File: src/rtl/sram_ctrl_pkg.sv
// Shared types and helpers for the SRAM RW-port controller.
package sram_ctrl_pkg;

  localparam int SRAM_ADDR_W = 8;
  localparam int SRAM_DATA_W = 32;
  localparam int SRAM_SEL_W  = SRAM_DATA_W / 8;

  typedef enum logic [2:0] {
    ST_IDLE = 3'd0,
    ST_ACC  = 3'd1,
    ST_CAP  = 3'd2,
    ST_WB   = 3'd3,
    ST_ACK  = 3'd4
  } state_t;

  // Byte i comes from new_d when sel[i] is set, otherwise from old_d.
  function automatic logic [SRAM_DATA_W-1:0] byte_merge(
    input logic [SRAM_DATA_W-1:0] old_d,
    input logic [SRAM_DATA_W-1:0] new_d,
    input logic [SRAM_SEL_W-1:0]  sel
  );
    logic [SRAM_DATA_W-1:0] m;
    m = old_d;
    for (int i = 0; i < SRAM_SEL_W; i++)
      if (sel[i]) m[8*i +: 8] = new_d[8*i +: 8];
    return m;
  endfunction

endpackage

File: src/rtl/rr_arb2.sv
// Two-requester round-robin arbiter: combinational grant, registered pointer.
module rr_arb2 (
  input  logic       clk,
  input  logic       rst_n,
  input  logic [1:0] i_req,
  input  logic       i_adv,
  input  logic       i_adv_id,
  output logic       o_gnt_vld,
  output logic       o_gnt_id
);

  logic r_ptr;

  // Pointer holder wins a tie; a lone requester wins regardless of pointer.
  always_comb begin
    o_gnt_vld = |i_req;
    o_gnt_id  = (&i_req) ? r_ptr : i_req[1];
  end

  // After a completed access, priority passes to the other requester.
  always_ff @(posedge clk) begin
    if (!rst_n)     r_ptr <= 1'b0;
    else if (i_adv) r_ptr <= ~i_adv_id;
  end

endmodule

File: src/rtl/sram_port_arbiter.sv
// RW-port controller for the 256x32 SRAM macro: two Wishbone-classic
// requesters, round-robin shared, partial writes done as read-modify-write.
import sram_ctrl_pkg::*;

module sram_port_arbiter #(
  parameter int ADDR_W = SRAM_ADDR_W,
  parameter int DATA_W = SRAM_DATA_W
) (
  input  logic                clk,
  input  logic                rst_n,
  input  logic                m0_stb,
  input  logic                m0_we,
  input  logic [ADDR_W-1:0]   m0_adr,
  input  logic [DATA_W-1:0]   m0_dat_w,
  input  logic [DATA_W/8-1:0] m0_sel,
  output logic                m0_ack,
  output logic [DATA_W-1:0]   m0_dat_r,
  input  logic                m1_stb,
  input  logic                m1_we,
  input  logic [ADDR_W-1:0]   m1_adr,
  input  logic [DATA_W-1:0]   m1_dat_w,
  input  logic [DATA_W/8-1:0] m1_sel,
  output logic                m1_ack,
  output logic [DATA_W-1:0]   m1_dat_r,
  output logic                sram_clk0,
  output logic                sram_csb0,
  output logic                sram_web0,
  output logic [ADDR_W-1:0]   sram_addr0,
  output logic [DATA_W-1:0]   sram_din0,
  input  logic [DATA_W-1:0]   sram_dout0
);

  localparam int SEL_W = DATA_W / 8;

  state_t              r_state;
  logic                r_id;
  logic                r_we;
  logic [DATA_W-1:0]   r_dat;
  logic [SEL_W-1:0]    r_sel;
  logic [DATA_W-1:0]   r_rbuf;
  logic [DATA_W-1:0]   r_dat_r0;
  logic [DATA_W-1:0]   r_dat_r1;

  logic                w_gnt_vld;
  logic                w_gnt_id;
  logic                w_we;
  logic [ADDR_W-1:0]   w_adr;
  logic [DATA_W-1:0]   w_dat;
  logic [SEL_W-1:0]    w_sel;
  logic                w_full;
  logic                w_none;
  logic                w_to_ack;
  logic [DATA_W-1:0]   w_buf_nxt;

  assign sram_clk0 = clk;

  rr_arb2 u_arb (
    .clk       (clk),
    .rst_n     (rst_n),
    .i_req     ({m1_stb, m0_stb}),
    .i_adv     (r_state == ST_ACK),
    .i_adv_id  (r_id),
    .o_gnt_vld (w_gnt_vld),
    .o_gnt_id  (w_gnt_id)
  );

  // Selected requester's request fields and the latched-request decode.
  always_comb begin
    w_we   = w_gnt_id ? m1_we    : m0_we;
    w_adr  = w_gnt_id ? m1_adr   : m0_adr;
    w_dat  = w_gnt_id ? m1_dat_w : m0_dat_w;
    w_sel  = w_gnt_id ? m1_sel   : m0_sel;
    w_full = &r_sel;
    w_none = (r_sel == '0);
    // A sel==0 write walks the read path for timing but never strobes,
    // so the macro output is not captured for it.
    w_buf_nxt = (r_state == ST_CAP && !(r_we && w_none)) ? sram_dout0 : r_rbuf;
    w_to_ack  = (r_state == ST_ACC && r_we && w_full) ||
                (r_state == ST_CAP && !(r_we && !w_none)) ||
                (r_state == ST_WB);
  end

  assign m0_ack   = (r_state == ST_ACK) && !r_id;
  assign m1_ack   = (r_state == ST_ACK) &&  r_id;
  assign m0_dat_r = r_dat_r0;
  assign m1_dat_r = r_dat_r1;

  // Access sequencer; macro strobes are registered one cycle ahead of use.
  always_ff @(posedge clk) begin
    if (!rst_n) begin
      r_state    <= ST_IDLE;
      r_id       <= 1'b0;
      r_we       <= 1'b0;
      r_dat      <= '0;
      r_sel      <= '0;
      r_rbuf     <= '0;
      r_dat_r0   <= '0;
      r_dat_r1   <= '0;
      sram_csb0  <= 1'b1;
      sram_web0  <= 1'b1;
      sram_addr0 <= '0;
      sram_din0  <= '0;
    end else begin
      if (w_to_ack) begin
        if (r_id) r_dat_r1 <= w_buf_nxt;
        else      r_dat_r0 <= w_buf_nxt;
      end
      case (r_state)
        ST_IDLE: begin
          if (w_gnt_vld) begin
            r_id       <= w_gnt_id;
            r_we       <= w_we;
            r_dat      <= w_dat;
            r_sel      <= w_sel;
            sram_addr0 <= w_adr;
            sram_din0  <= w_dat;
            sram_csb0  <= w_we && (w_sel == '0);
            sram_web0  <= !(w_we && (&w_sel));
            r_state    <= ST_ACC;
          end
        end
        ST_ACC: begin
          sram_csb0 <= 1'b1;
          sram_web0 <= 1'b1;
          r_state   <= (r_we && w_full) ? ST_ACK : ST_CAP;
        end
        ST_CAP: begin
          r_rbuf <= w_buf_nxt;
          if (r_we && !w_none) begin
            sram_csb0 <= 1'b0;
            sram_web0 <= 1'b0;
            sram_din0 <= byte_merge(sram_dout0, r_dat, r_sel);
            r_state   <= ST_WB;
          end else begin
            r_state   <= ST_ACK;
          end
        end
        ST_WB: begin
          sram_csb0 <= 1'b1;
          sram_web0 <= 1'b1;
          r_state   <= ST_ACK;
        end
        ST_ACK:  r_state <= ST_IDLE;
        default: r_state <= ST_IDLE;
      endcase
    end
  end

endmodule

File: config.mk
export PLATFORM = sky130hd
export DESIGN_NAME = sram_port_arbiter
export DESIGN_NICKNAME = d
export VERILOG_FILES = /design/src/rtl/sram_ctrl_pkg.sv /design/src/rtl/rr_arb2.sv /design/src/rtl/sram_port_arbiter.sv
export SDC_FILE = /design/constraint.sdc
export NUM_CORES = 1
export LEC_CHECK = 0
export ABC_AREA = 1
export CORE_MARGIN = 8
export CORE_UTILIZATION = 40
export CTS_BUF_LIST = sky130_fd_sc_hd__clkbuf_4
export DETAILED_ROUTE_END_ITERATION = 8
export DONT_BUFFER_PORTS = 1
export PLACE_DENSITY_LB_ADDON = 0.15
export SLEW_MARGIN = 20
export SYNTH_ARGS = -nofsm -noshare
export SYNTH_HDL_FRONTEND = slang
export SYNTH_SLANG_ARGS = --single-unit
File: constraint.sdc
create_clock -name clk -period 2.4 [get_ports clk]
set_clock_uncertainty 0.2 [all_clocks]
set_input_delay 0.48 -clock clk [delete_from_list [all_inputs] [get_ports clk]]
set_output_delay 0.48 -clock clk [all_outputs]
set_load 0.1 [all_outputs]
==> results of run 1 <==
==> routing by layer <==
layer  track usage  up-vias
li1              -     4132
met1         0.287     3722
met2         0.318      308
met3        0.0608       41
met4        0.0716        0
met5             0        -
==> cell usage in the layout (no fill, tap or decap), types with 3 or more instances in the layout <==
cell type      netlist  routed
clkinv_2             0       3
nor2_4               2       5
nand2_1            234     230
inv_2                4       6
nor2_1             170     168
o21ai_0            139     138
diode_2              0       3
bufinv_16            0       3
clkinv_1             1       5
dfxtp_1            180     176
nand3_1             74      73
buf_4                7     132
o21ai_1              5       4
mux2_2               8       8
clkbuf_4             0      18
o21ai_2             30      32
a31oi_1              4       4
buf_12               0       8
dlygate4sd3_1        0     123
nand2_2              1       5
inv_1               44      42
a21oi_1            117     117
or2_2               33      33
dfxtp_2              0       3
==> sequential cells by signal, indices dropped and copies added (netlist names) <==
register,flops
m0_dat_r,32
m1_dat_r,32
r_dat,32
r_id,1
r_rbuf,32
r_sel,4
r_state,3
r_we,1
sram_addr0,8
sram_csb0,1
sram_din0,32
sram_web0,1
u_arb.r_ptr,1
==> power groups by stage <==
stage / Sequential [W] / Combinational [W] / Clock (W)
finish: 0.00362 / 0.00451 / 0.00183
global placement: 0.00367 / 0.00415 / 0
detailed placement: 0.00368 / 0.00416 / 0
global route: 0.00367 / 0.00482 / 0.00201
CTS: 0.00361 / 0.00445 / 0.00189
floorplan: 0.00547 / 0.00153 / 0.000157
==> stage by stage <==
step	util	cells	TNS, ps
floorplan	-	1146	0
global placement	0.452	1462	0
detailed placement	0.452	1462	0
CTS	0.530	1618	0
global route	0.535	1626	-77.8
finish	0.535	1626	0
==> tightest hold or removal path, stage by stage <==
cell and delay (ps):
or2_2 80, o21ai_0 90, a21oi_1 140
==> cells in the mapped netlist (all sizes together) <==
cell and instances:
nand2 236, a21oi 117, nor2 173, nand4 2, clkbuf 42, buf 48
or2 34, nor3 2, o21ai 174, inv 48, o21bai 1, clkinv 1
a31oi 4, mux2 8, a211oi 2, dfxtp 180, nand3 74
==> repair_timing <==
item | in CTS | in global routing
pin swaps | 0 | 4
hold buffers | 124 | 0
hold endpoints to repair | 178 | 0
resized for setup | 8 | 15
buffers inserted | 0 | 5
endpoints found under the setup margin | 2 | 32
==> worst paths after layout <==
| path | start | to | slack [ps] | cells past startpoint |
|---|---|---|---|---|
| worst max-delay path | r_state[0] | m1_ack | 110 | 4 |
| worst min-delay path | m1_dat_w[15] | r_dat[15] | 50 | 3 |
| worst max register to register | u_arb.r_ptr | r_dat[26] | 130 | 8 |
| worst min register to register | m1_dat_r[27] | m1_dat_r[27] | 300 | 2 |
==> cell type report <==
cell class              instances  area [µm²]
diodes                          3        7.51
clock buffers                  18         135
inverters                      49         184
flip-flops and latches        180        3610
repair buffers                265        2420
clock inverters                14         158
well taps                     270         338
fillers                      1964        9390
multi-input cells             827        3930
==> logic make-up (layout without fill, tap and decap cells) <==
| family | Yosys count | count (layout) |
|---|---|---|
| and+or+nand+nor | 521 | 521 |
| AOI/OAI and AO/OA | 298 | 298 |
| DFF | 180 | 180 |
| buffers and inverters | 139 | 346 |
| muxes | 8 | 8 |
| other | 0 | 3 |
==> results.json, run 1 <==
{
  "placed_area_um2": 9120,
  "met1Wirelength_um": 12500,
  "crit_required_ps": 1720,
  "place_ws_ps": 235,
  "avgSynthCellArea_um2": 7.14,
  "synth_top_family_by_area": "simple AND/OR/NAND/NOR gates",
  "muxShareOfSynthArea": 0.0110,
  "synth_cell_type_count": 29,
  "grt_overflow": 0,
  "p_int_w": 0.00534,
  "wl_met2_um": 12100,
  "setup_ws_ps": 111,
  "critPathSlowestCell": "dfxtp_4",
  "clkPwrFrac": 0.184,
  "yosys-top-cells-area": "dfxtp_1, nand2_1, o21ai_0, nor2_1, a21oi_1",
  "pwr-share-comb": 0.453,
  "dr_total_vias": 8203,
  "nets": 1466,
  "hold_path.class": "in2reg",
  "finalSetupViolCount": 0,
  "critPathMaxFanout": 7,
  "rsz0062_at_grt": "yes",
  "crit_buf_inv": 2,
  "powerDensity_nw_per_um2": 923,
  "syn_to_final_growth_pct": 31.8,
  "grt_max_degree": 122,
  "drv_cap": 0,
  "fin_crit_sh": 0.954,
  "grt_pass1_vias": 7777,
  "vias_per_cell": 5.04,
  "timing.fmax_mhz": 437,
  "gp_congestion": 0.833,
  "synth_warnings": 0,
  "fp-row-count": 52,
  "power_frac_seq": 0.364,
  "drt_iter0_markers": 486,
  "die_x_um": 159,
  "p_sw_w": 0.00461,
  "cts_buffers": 17,
  "status": "complete, no violations",
  "synth-compound-area-share": 0.198,
  "start_util": 0.406,
  "hpwl_um": 17900,
  "portBuffers": 0,
  "io_pins": 235,
  "leakage_nw": 4.66,
  "dr.max_layer_used": "met4",
  "power_switching_share": 0.463,
  "clk_pin_slew_ps": 150,
  "die-area_um2": 25300,
  "worst_slew_pin_slew_ps": 684,
  "final_area_um2": 10800,
  "synthAdderAreaFrac": 0,
  "endpoint_kind": "primary output",
  "drv_slew": 0,
  "synthXorXnorAreaFrac": 0,
  "grt_pass1_wl_um": 44000,
  "core_area_um2": 20200,
  "track_usage": 0.212,
  "syn_nets": 1272,
  "synthCells": 1146,
  "cts_max_level": 4,
  "hold_viol_final": 0,
  "drc": 0,
  "period_minus_slack_ps": 2290,
  "antenna_found_initial": 3,
  "synth-seq-cells": 180,
  "first_pass_iters": 5,
  "cts.path.max_buffers": 2,
  "drtAntennaViolNets": 0,
  "path_cells": "nor3_2 > inv_2 > nor2_4 > buf_12",
  "clkLatencyLatePin_ps": 560,
  "synth.top_cell.area_share": 0.441,
  "worst_hold_slack_ps": 50.2,
  "routedWlPerCell_um": 16.8,
  "timing_worst_setup_path_type": "reg2out",
  "critical_path.max_stage_delay_ps": 410,
  "ir_drop_mv": 0.453,
  "yosys.area_share.simple": 0.265,
  "die_h_um": 159,
  "cp.arrival_ps": 1610,
  "cp-start-kind": "flop",
  "drive_gt1_frac": 0.197,
  "root_buffer": "clkbuf_4",
  "syn_area_um2": 8180,
  "yosysTopAreaCell": "dfxtp_1",
  "cts_sinks": 180,
  "met3WireLength_um": 2100,
  "crit_family": "flip-flops",
  "ys_seq_area_frac": 0.441,
  "max-slew-margin-rel": 0.544,
  "finalPower_w": 0.00996,
  "routed_wl_um": 27400,
  "cts_tree": "done"
}
Note: power is estimated with default switching activity, not from simulation.
==> run 2: changes to the inputs <==
--- a/config.mk
+++ b/config.mk
@@ -8,7 +8,7 @@
 export ABC_AREA = 1
 export CORE_MARGIN = 8
 export CORE_UTILIZATION = 40
-export CTS_BUF_LIST = sky130_fd_sc_hd__clkbuf_4
+export CTS_BUF_LIST = sky130_fd_sc_hd__clkbuf_8
 export DETAILED_ROUTE_END_ITERATION = 8
 export DONT_BUFFER_PORTS = 1
 export PLACE_DENSITY_LB_ADDON = 0.15
==> results.json, run 2 (synthesis results as in run 1) <==
{
  "status": "complete, no violations",
  "cts_tree": "done",
  "fillers": 2022,
  "cts.path.max_buffers": 2,
  "cp-start-kind": "flop",
  "start_util": 0.406,
  "crit_required_ps": 2560,
  "cts_buffers": 17,
  "die_x_um": 159,
  "grt_pass1_wl_um": 43200,
  "cts_sinks": 180,
  "vias_per_cell": 5.07,
  "p_int_w": 0.00573,
  "fin_crit_sh": 0.962,
  "syn_to_final_growth_pct": 28.9,
  "final_common_cell": "nand2_1",
  "cts_max_level": 4,
  "pwr-share-comb": 0.431,
  "critPathMaxFanout": 9,
  "cp.arrival_ps": 2470,
  "hpwl_um": 17900,
  "crit_family": "buffers and inverters",
  "io_pins": 235,
  "finalSetupViolCount": 0,
  "fp-row-count": 52,
  "grt_overflow": 0,
  "hp-start": "m1_sel[0]",
  "clk_pin_slew_ps": 90,
  "drc": 0,
  "drv_cap": 0,
  "rsz0062_at_grt": "yes",
  "worst_hold_slack_ps": 45.2,
  "nets": 1426,
  "portBuffers": 0,
  "power_frac_seq": 0.348,
  "timing_worst_setup_path_type": "reg2reg",
  "root_buffer": "clkbuf_8",
  "dr_total_vias": 8048,
  "routed_wl_um": 27300,
  "critical_path.max_stage_delay_ps": 570,
  "cp-startpoint": "r_state[1]",
  "mostFrequentLayoutCells": "nand2_1, dfxtp_1, nor2_1",
  "powerDensity_nw_per_um2": 985,
  "hold_path.class": "in2reg",
  "place_ws_ps": 235,
  "timing.fmax_mhz": 433,
  "drive_gt1_frac": 0.204,
  "hold_viol_final": 0,
  "gp_congestion": 0.833,
  "endpoint_kind": "flop",
  "power_switching_share": 0.448,
  "final_area_um2": 10500,
  "period_minus_slack_ps": 2310,
  "worstReg2RegStart": "r_state[1]",
  "worst_slew_pin_slew_ps": 686,
  "placed_area_um2": 9120,
  "critPathSlowestCell": "dlygate4sd3_1",
  "die_h_um": 159,
  "core_area_um2": 20200,
  "drtAntennaViolNets": 0,
  "ir_drop_mv": 0.463,
  "crit_buf_inv": 2,
  "leakage_nw": 4.55,
  "track_usage": 0.209,
  "die-area_um2": 25300,
  "antenna_found_initial": 5,
  "grt_max_degree": 110,
  "setup_ws_ps": 90.9,
  "max-slew-margin-rel": 0.543,
  "drv_slew": 0,
  "first_pass_iters": 5,
  "p_sw_w": 0.00465,
  "clkLatencyLatePin_ps": 460,
  "drt_iter0_markers": 536,
  "clkPwrFrac": 0.221,
  "path_cells": "nand2_2 > nor2_4 > nand2_4 > nand2_2 > nor2_4 > buf_4 > o21ai_0 > dlygate4sd3_1 > nor2_1",
  "grt_pass1_vias": 7585,
  "routedWlPerCell_um": 17.2
}
## run 2: cell count changes in the layout (fill, tap and decap cells not counted), sizes merged
cell / change
buf: +1
clkbuf: +3
clkinv: -4
diode: +1
dlygate4sd3: -43
dlymetal6s4s: +1
inv: +1
nand2: +1
## run 2: layout make-up
class                      instances  area, µm²  share of cell area
clock inverter                    11        146              0.0139
clock buffer                      21        289              0.0274
sequential                       180       3610               0.342
timing repair buffer             224       2000               0.190
antenna                            4       10.0            0.000949
inverter                          49        184              0.0174
multi-input combinational        828       3970               0.376
tap                              270        338              0.0320
## run 2: repair_timing
item / in CTS / in global routing
resized for setup: 0 / 25
hold buffers: 81 / 1
endpoints found under the setup margin: 0 / 20
setup buffers: 0 / 6
hold endpoints to repair: 172 / 1
## run 2: path summary, 6_finish.rpt
path / end / slack, ps / cells after the start
max: sram_din0[26] / 90 / 9
min reg2reg: m1_dat_r[23] / 290 / 2
max reg2reg: sram_din0[26] / 90 / 9
min: r_sel[0] / 50 / 2
## run 2: worst reg2reg max path: stages, from the launching register on
cell and delay [ps]:
dfxtp_1 440, nand2_2 120, nor2_4 260, nand2_4 110, nand2_2 130, nor2_4 50
buf_4 170, o21ai_0 140, dlygate4sd3_1 570, nor2_1 40
## run 2: per-stage QoR
stage / std cells / util / setup TNS [ps] / power [W]
4_1_cts: 1575 / 0.515 / 0 / 0.0104
5_1_grt: 1587 / 0.523 / -20.1 / 0.0109
6_report: 1587 / 0.523 / 0 / 0.0104
3_3_place_gp: 1462 / 0.452 / 0 / 0.00782
2_1_floorplan: 1146 / - / 0 / 0.00716
3_5_place_dp: 1462 / 0.452 / 0 / 0.00784
## run 2: power by group through the flow
stage / clock (W) / sequential, W / combinational, W
6_report: 0.00229 / 0.00362 / 0.00447
5_1_grt: 0.00247 / 0.00366 / 0.00478
4_1_cts: 0.00236 / 0.00361 / 0.00440
3_5_place_dp: 0 / 0.00368 / 0.00416
3_3_place_gp: 0 / 0.00367 / 0.00415
2_1_floorplan: 0.000157 / 0.00547 / 0.00153
## run 2: layer usage
layer  track usage  wire (µm)
met2         0.312      12100
met4        0.0750        663
met1         0.279      12300
met5             0         13
met3        0.0675       2210
